`config.mk`:
```
export PLATFORM = sky130hd
export DESIGN_NAME = obstacle_scroller_flat
export DESIGN_NICKNAME = d
export VERILOG_FILES = /design/src/rtl/obstacle_scroller_if.sv /design/src/rtl/obstacle_scroller.sv /design/src/flat_wrapper.sv
export SDC_FILE = /design/constraint.sdc
export NUM_CORES = 1
export LEC_CHECK = 0
export CAP_MARGIN = 20
export CELL_PAD_IN_SITES_DETAIL_PLACEMENT = 1
export CELL_PAD_IN_SITES_GLOBAL_PLACEMENT = 1
export CORE_MARGIN = 1
export CORE_UTILIZATION = 43
export CTS_CLUSTER_DIAMETER = 100
export CTS_CLUSTER_SIZE = 12
export DETAILED_ROUTE_END_ITERATION = 8
export PLACE_DENSITY = 0.95
export SETUP_SLACK_MARGIN = 0.15
export SLEW_MARGIN = 20
export SYNTH_ARGS = -nofsm -noshare
export SYNTH_HDL_FRONTEND = slang
export SYNTH_SLANG_ARGS = --single-unit
```
`constraint.sdc`:
```
create_clock -name clk -period 7.8 [get_ports clk]
set_input_delay 0.78 -clock clk [delete_from_list [all_inputs] [get_ports clk]]
set_output_delay 0.78 -clock clk [all_outputs]
set_load 0.05 [all_outputs]
```
`src/rtl/obstacle_scroller_if.sv`:
```
// Obstacle-scroller port bundle: selector handshake, game control and
// the position/visibility/scoring outputs seen by renderer and collision logic.
interface obstacle_scroller_if;
  logic [1:0]         gamestate;
  logic               tick;
  logic [3:0]         sel_in;
  logic [9:0]         width_in;
  logic               obstacle_req;
  logic signed [11:0] obstacle_x;
  logic [9:0]         obstacle_w;
  logic [3:0]         obstacle_sel;
  logic               obstacle_visible;
  logic               passed;
  logic [3:0]         speed;

  modport master (
    input  gamestate, tick, sel_in, width_in,
    output obstacle_req, obstacle_x, obstacle_w, obstacle_sel,
           obstacle_visible, passed, speed
  );

  modport slave (
    output gamestate, tick, sel_in, width_in,
    input  obstacle_req, obstacle_x, obstacle_w, obstacle_sel,
           obstacle_visible, passed, speed
  );
endinterface

```
`src/rtl/obstacle_scroller.sv`:
```
// Requests an obstacle from the selector, latches it, scrolls it left one
// speed step per frame tick, then waits a gap before requesting the next.
module obstacle_scroller #(
  parameter int SCREEN_W   = 640,
  parameter int GAP_TICKS  = 60,
  parameter int REQ_HOLD   = 2,
  parameter int SPEED_INIT = 4,
  parameter int SPEED_MAX  = 12,
  parameter int SPEED_STEP = 5
) (
  input  logic clk,
  input  logic rst,
  obstacle_scroller_if.master bus
);

  localparam int HOLD_W = (REQ_HOLD   > 1) ? $clog2(REQ_HOLD)   : 1;
  localparam int GAP_W  = (GAP_TICKS  > 1) ? $clog2(GAP_TICKS)  : 1;
  localparam int PASS_W = (SPEED_STEP > 1) ? $clog2(SPEED_STEP) : 1;

  localparam logic [HOLD_W-1:0] HOLD_LAST  = HOLD_W'(REQ_HOLD - 1);
  localparam logic [GAP_W-1:0]  GAP_LAST   = GAP_W'(GAP_TICKS - 1);
  localparam logic [PASS_W-1:0] PASS_LAST  = PASS_W'(SPEED_STEP - 1);
  localparam logic signed [11:0] SPAWN_X   = 12'(SCREEN_W);
  localparam logic [3:0]        SPEED_RST  = 4'(SPEED_INIT);
  localparam logic [3:0]        SPEED_CEIL = 4'(SPEED_MAX);

  typedef enum logic [2:0] {
    IDLE, REQ, LATCH, MOVE, GAP, FROZEN
  } state_t;

  state_t             state_q, state_d;
  logic               req_q, req_d;
  logic signed [11:0] x_q, x_d;
  logic [9:0]         w_q, w_d;
  logic [3:0]         sel_q, sel_d;
  logic               vis_q, vis_d;
  logic               passed_q, passed_d;
  logic [3:0]         speed_q, speed_d;
  logic [HOLD_W-1:0]  hold_q, hold_d;
  logic [GAP_W-1:0]   gap_q, gap_d;
  logic [PASS_W-1:0]  pass_q, pass_d;

  logic signed [11:0] x_step;
  logic signed [12:0] right_edge;
  logic [3:0]         speed_inc;

  always_comb begin
    x_step     = x_q - $signed({8'd0, speed_q});
    // One extra bit so a 1023-pixel width cannot wrap the exit test.
    right_edge = $signed({x_step[11], x_step}) + $signed({3'b000, w_q});
    speed_inc  = (speed_q >= SPEED_CEIL) ? speed_q : speed_q + 4'd1;
  end

  always_comb begin
    state_d  = state_q;
    req_d    = req_q;
    x_d      = x_q;
    w_d      = w_q;
    sel_d    = sel_q;
    vis_d    = vis_q;
    passed_d = 1'b0;
    speed_d  = speed_q;
    hold_d   = hold_q;
    gap_d    = gap_q;
    pass_d   = pass_q;

    if (bus.gamestate[1]) begin
      state_d = FROZEN;
      req_d   = 1'b0;
    end else if (bus.gamestate == 2'b00) begin
      state_d = IDLE;
      req_d   = 1'b0;
      x_d     = SPAWN_X;
      vis_d   = 1'b0;
      speed_d = SPEED_RST;
      hold_d  = '0;
      gap_d   = '0;
      pass_d  = '0;
    end else begin
      case (state_q)
        IDLE: begin
          state_d = REQ;
          req_d   = 1'b1;
          hold_d  = '0;
        end
        REQ: begin
          // The capture is registered on entry to LATCH so the LATCH cycle
          // already shows the new obstacle with the request dropped.
          if (hold_q == HOLD_LAST) begin
            state_d = LATCH;
            req_d   = 1'b0;
            sel_d   = bus.sel_in;
            w_d     = bus.width_in;
            x_d     = SPAWN_X;
            vis_d   = 1'b1;
            hold_d  = '0;
          end else begin
            hold_d = hold_q + 1'b1;
          end
        end
        LATCH: state_d = MOVE;
        MOVE: begin
          if (bus.tick) begin
            x_d = x_step;
            if (right_edge <= 13'sd0) begin
              state_d  = GAP;
              vis_d    = 1'b0;
              passed_d = 1'b1;
              if (pass_q == PASS_LAST) begin
                pass_d  = '0;
                speed_d = speed_inc;
              end else begin
                pass_d = pass_q + 1'b1;
              end
            end
          end
        end
        GAP: begin
          if (bus.tick) begin
            if (gap_q == GAP_LAST) begin
              gap_d   = '0;
              state_d = REQ;
              req_d   = 1'b1;
              hold_d  = '0;
            end else begin
              gap_d = gap_q + 1'b1;
            end
          end
        end
        FROZEN: req_d = 1'b0;
        default: begin
          state_d = IDLE;
          req_d   = 1'b0;
        end
      endcase
    end
  end

  always_ff @(posedge clk or posedge rst) begin
    if (rst) begin
      state_q  <= IDLE;
      req_q    <= 1'b0;
      x_q      <= SPAWN_X;
      w_q      <= '0;
      sel_q    <= '0;
      vis_q    <= 1'b0;
      passed_q <= 1'b0;
      speed_q  <= SPEED_RST;
      hold_q   <= '0;
      gap_q    <= '0;
      pass_q   <= '0;
    end else begin
      state_q  <= state_d;
      req_q    <= req_d;
      x_q      <= x_d;
      w_q      <= w_d;
      sel_q    <= sel_d;
      vis_q    <= vis_d;
      passed_q <= passed_d;
      speed_q  <= speed_d;
      hold_q   <= hold_d;
      gap_q    <= gap_d;
      pass_q   <= pass_d;
    end
  end

  assign bus.obstacle_req     = req_q;
  assign bus.obstacle_x       = x_q;
  assign bus.obstacle_w       = w_q;
  assign bus.obstacle_sel     = sel_q;
  assign bus.obstacle_visible = vis_q;
  assign bus.passed           = passed_q;
  assign bus.speed            = speed_q;

endmodule

```
`src/flat_wrapper.sv`:
```
// flat-port wrapper written by rule: the top's interface ports become plain ports
module obstacle_scroller_flat 
#(
  parameter int SCREEN_W   = 640,
  parameter int GAP_TICKS  = 60,
  parameter int REQ_HOLD   = 2,
  parameter int SPEED_INIT = 4,
  parameter int SPEED_MAX  = 12,
  parameter int SPEED_STEP = 5
)
  (clk, rst, bus_gamestate, bus_tick, bus_sel_in, bus_width_in, bus_obstacle_req, bus_obstacle_x, bus_obstacle_w, bus_obstacle_sel, bus_obstacle_visible, bus_passed, bus_speed);
  obstacle_scroller_if bus_i ();
  input  logic clk;
  input  logic rst;
  input wire logic [$bits(bus_i.gamestate)-1:0] bus_gamestate;
  input wire logic [$bits(bus_i.tick)-1:0] bus_tick;
  input wire logic [$bits(bus_i.sel_in)-1:0] bus_sel_in;
  input wire logic [$bits(bus_i.width_in)-1:0] bus_width_in;
  output wire logic [$bits(bus_i.obstacle_req)-1:0] bus_obstacle_req;
  output wire logic [$bits(bus_i.obstacle_x)-1:0] bus_obstacle_x;
  output wire logic [$bits(bus_i.obstacle_w)-1:0] bus_obstacle_w;
  output wire logic [$bits(bus_i.obstacle_sel)-1:0] bus_obstacle_sel;
  output wire logic [$bits(bus_i.obstacle_visible)-1:0] bus_obstacle_visible;
  output wire logic [$bits(bus_i.passed)-1:0] bus_passed;
  output wire logic [$bits(bus_i.speed)-1:0] bus_speed;
  assign bus_i.gamestate = bus_gamestate;
  assign bus_i.tick = bus_tick;
  assign bus_i.sel_in = bus_sel_in;
  assign bus_i.width_in = bus_width_in;
  assign bus_obstacle_req = bus_i.obstacle_req;
  assign bus_obstacle_x = bus_i.obstacle_x;
  assign bus_obstacle_w = bus_i.obstacle_w;
  assign bus_obstacle_sel = bus_i.obstacle_sel;
  assign bus_obstacle_visible = bus_i.obstacle_visible;
  assign bus_passed = bus_i.passed;
  assign bus_speed = bus_i.speed;
  obstacle_scroller #(.SCREEN_W(SCREEN_W), .GAP_TICKS(GAP_TICKS), .REQ_HOLD(REQ_HOLD), .SPEED_INIT(SPEED_INIT), .SPEED_MAX(SPEED_MAX), .SPEED_STEP(SPEED_STEP)) u_core (.clk(clk), .rst(rst), .bus(bus_i));
endmodule
```
==> run_results.csv <==
group,metric,value,unit
run_status,status,"completed",
critical_path,cp_max_fo,8,
synthesis,synth-edff-count,0,
floorplan,coreArea,6870,um^2
min_path,hold_class,"register to register",
synthesis,synth_cell_types,66,
global_routing,grt_max_degree,47,
critical_path,cp.depth,16,
clock_tree,clk-insertion-delay-late,0.30,ns
timing,fmax,0.216,GHz
global_routing,grtUsageTotal,0.242,
floorplan,die_area,7540,um^2
critical_path,cp_cell_sequence,"ha_1 -> inv_1 -> fa_1 -> a21oi_1 -> nor2_1 -> nor4_1 -> nor3b_1 -> xor2_1 -> ha_1 -> nand2b_1 -> o221ai_1 -> a211oi_1 -> o211ai_1 -> or4_4 -> o31ai_1 -> mux2i_1",
floorplan,start_util,0.450,
routing,antenna_left,0,
synthesis,syn_area,3090,um^2
synthesis,synth_mux_area_frac,0.0133,
synthesis,synthTopCellsByCount,"75 x nand2_1, 43 x dfrtp_1, 26 x nor2_1, 26 x o21ai_0",
timing,setup_slack,3.17,ns
placement,place.gp.congestion,0.899,
synthesis,synth-seq-area-share,0.373,
timing,drv_slew,0,
timing,relSlewSlack,0.444,
synthesis,synthAdderAreaFrac,0.0858,
routing,drc_errors,0,
clock_tree,cts.sink_count,46,
timing,setup_violations,0,
clock_tree,h-tree-depth,2,
critical_path,critPathKind,"register to register",
floorplan,die_width,86.8,um
global_routing,grt_pass1_vias,2905,
timing,rsz0062_at_grt,"false",
synthesis,synth.avg_cell_area,8.50,um^2
synthesis,ys_async_sr_fraction,1.00,
clock_tree,cts.path.max_buffers,2,
routing,wl,8530,um
critical_path,crit_end,"u_core.bus.speed[2]$_DFFE_PP1P_",
critical_path,reg2reg_to,"u_core.bus.speed[2]$_DFFE_PP1P_",
floorplan,num_io_pins,52,
clock_tree,root_buffer,"clkbuf_8",
critical_path,max_stage_delay,0.50,ns
synthesis,ys_ff_latch,46,
pwr,fin_total_pwr,0.904,mW
routing,num_vias,2886,
critical_path,worst_ep_required_time,8.03,ns
finish,areaGrowthSynthToFinish,21.2,%
timing,hold_violations,0,
placement,dp_slack,3.28,ns
critical_path,critPathArrivalTime,4.86,ns
synthesis,synth-compound-area-share,0.237,
clock_tree,post_cts_resize_count,0,
critical_path,rr_worst_depth,16,
clock_tree,cts_tree,"yes",
synthesis,synth_top_family_by_area,"compound AO/OA/AOI/OAI gates",
synthesis,synth_cells,364,
synthesis,yosysTopAreaCellShare,0.348,
global_routing,grt_first_pass_wirelength,14300,um
synthesis,ys.flop_type,"dfrtp_1",
finish,num_antenna_cells,0,
timing,finalClockSkew,0.00599,ns
global_routing,grt-ovfl-total,0,
critical_path,slowest_stage,"nor4_1",
clock_tree,clk_pin_slew,0.09,ns
critical_path,end_kind,"register",
synthesis,ys_warn_count,0,
synthesis,synth_simple_gate_area_share,0.222,
pwr,powerDensity,241,nW/um^2
critical_path,critPathBufInv,1,
global_routing,antenna_found_initial,0,
pwr,ir_drop,0.175,mV
critical_path,ff2ff_setup_slack,3.17,ns
routing,drtPass1Iterations,4,
synthesis,synth.area.top_cells,"dfrtp_1 35%, nand2_1 9.1%, ha_1 7.3%",
timing,setup_tns,0,ns
clock_tree,post_cts_buffers,0,
routing,drt-initial-drc-count,155,
critical_path,r2r-start,"u_core.bus.speed[0]$_DFFE_PP0P_",
synthesis,synth_most_common_cell,"nand2_1",
synthesis,synth_xor_area_frac,0.0283,
synthesis,syn_nets,403,
floorplan,placementRows,30,
routing,wl_per_cell,16.9,um
critical_path,crit_top_cell,"ha_1",
critical_path,startpoint,"u_core.bus.speed[0]$_DFFE_PP0P_",
job,drv_cap,0,
clock_tree,cts_hold_buf,0,
timing,finalCritPeriodShare,0.593,
synthesis,yosysTopAreaCell,"dfrtp_1",
pwr,power_leakage,1.66,nW
finish,layout.nets,447,
clock_tree,numCtsBuffers,5,
placement,place_hpwl,6390,um
finish,drive_gt1_frac,0.0587,
timing,period_needed,4.63,ns
critical_path,cp-start-kind,"register",
critical_path,cp_top_family,"simple AND/OR/NAND/NOR gates",
placement,portBuffers,51,
routing,via_per_inst,5.71,
timing,worst_pin_slew,0.834,ns
floorplan,die_height,86.8,um
## per-stage QoR
step / area [um^2] / utilization / std cells / hold WS, ns
4_1_cts: 3750 / 0.546 / 505 / 0.486
3_3_place_gp: 3660 / 0.532 / 497 / 0.462
5_1_grt: 3750 / 0.546 / 505 / 0.503
3_5_place_dp: 3660 / 0.532 / 497 / 0.464
2_1_floorplan: 3090 / - / 364 / 0.445
6_report: 3750 / 0.546 / 505 / 0.482
## worst min path at each step
stage	slack, ns	end	cells past startpoint	from
floorplan	0.45	u_core.gap_q[5]$_DFFE_PP0P_	1	u_core.gap_q[5]$_DFFE_PP0P_
global placement	0.46	u_core.bus.obstacle_sel[3]$_DFFE_PP0P_	2	u_core.bus.obstacle_sel[3]$_DFFE_PP0P_
detailed placement	0.46	u_core.bus.obstacle_sel[3]$_DFFE_PP0P_	2	u_core.bus.obstacle_sel[3]$_DFFE_PP0P_
CTS	0.49	u_core.bus.obstacle_sel[3]$_DFFE_PP0P_	2	u_core.bus.obstacle_sel[3]$_DFFE_PP0P_
global route	0.50	u_core.bus.obstacle_sel[3]$_DFFE_PP0P_	2	u_core.bus.obstacle_sel[3]$_DFFE_PP0P_
finish	0.48	u_core.bus.obstacle_sel[3]$_DFFE_PP0P_	2	u_core.bus.obstacle_sel[3]$_DFFE_PP0P_
## worst min-delay path, cell delays in order (launching register included)
cell,delay (ns)
dfrtp_1,0.35
nand2_1,0.05
nand2_1,0.05
## layer usage
| layer | GRT usage | vias up | wire length, um |
|---|---|---|---|
| met5 | 0 | - | 0 |
| met4 | 0.0591 | 0 | 70 |
| met3 | 0.0381 | 7 | 315 |
| met2 | 0.408 | 58 | 4140 |
| met1 | 0.324 | 1429 | 4010 |
| li1 | - | 1392 | - |
## power breakdown
| group | total (mW) | switching [mW] | internal [mW] |
|---|---|---|---|
| Clock | 0.159 | 0.0867 | 0.0718 |
| Combinational | 0.438 | 0.281 | 0.157 |
| Sequential | 0.308 | 0.0340 | 0.274 |
## sequential cells by signal, summed over array words and instances (netlist names)
| name | cells |
|---|---|
| u_core.pass_q | 3 |
| u_core.bus.speed | 4 |
| u_core.bus.obstacle_x | 12 |
| u_core.bus.passed | 1 |
| u_core.bus.obstacle_w | 10 |
| u_core.hold_q | 1 |
| u_core.bus.obstacle_visible | 1 |
| u_core.bus.obstacle_req | 1 |
| u_core.bus.obstacle_sel | 4 |
| u_core.state_q | 3 |
| u_core.gap_q | 6 |
## cell type report
type,count,area (um^2)
clock buffers,7,86.3
clock inverters,1,5.00
fillers,835,3120
inverters,16,61.3
multi-input cells,288,1810
flip-flops and latches,46,1150
well taps,96,120
repair buffers,51,510
## cell families after synthesis
| family | count (synthesis) |
|---|---|
| simple gates | 151 |
| compound gates | 103 |
| flops | 46 |
| buf+inv | 30 |
| fa+ha+maj | 20 |
| xor+xnor | 10 |
| mux | 4 |
## placed cells by master, fill, tap and decap left out, drive strengths merged, types with 4 or more instances in the layout
| cell type | Yosys | final |
|---|---|---|
| nor2 | 26 | 26 |
| clkbuf | 10 | 7 |
| dfrtp | 43 | 43 |
| clkdlybuf4s50 | 0 | 51 |
| nand2 | 75 | 75 |
| o21ai | 27 | 27 |
| o31ai | 8 | 8 |
| xor2 | 7 | 7 |
| nor3 | 10 | 10 |
| nand3 | 12 | 12 |
| nor2b | 4 | 4 |
| nand2b | 8 | 8 |
| a21o | 6 | 6 |
| a22o | 6 | 6 |
| ha | 18 | 18 |
| a21oi | 20 | 20 |
| inv | 16 | 15 |
(Power assumes the default switching activity.)
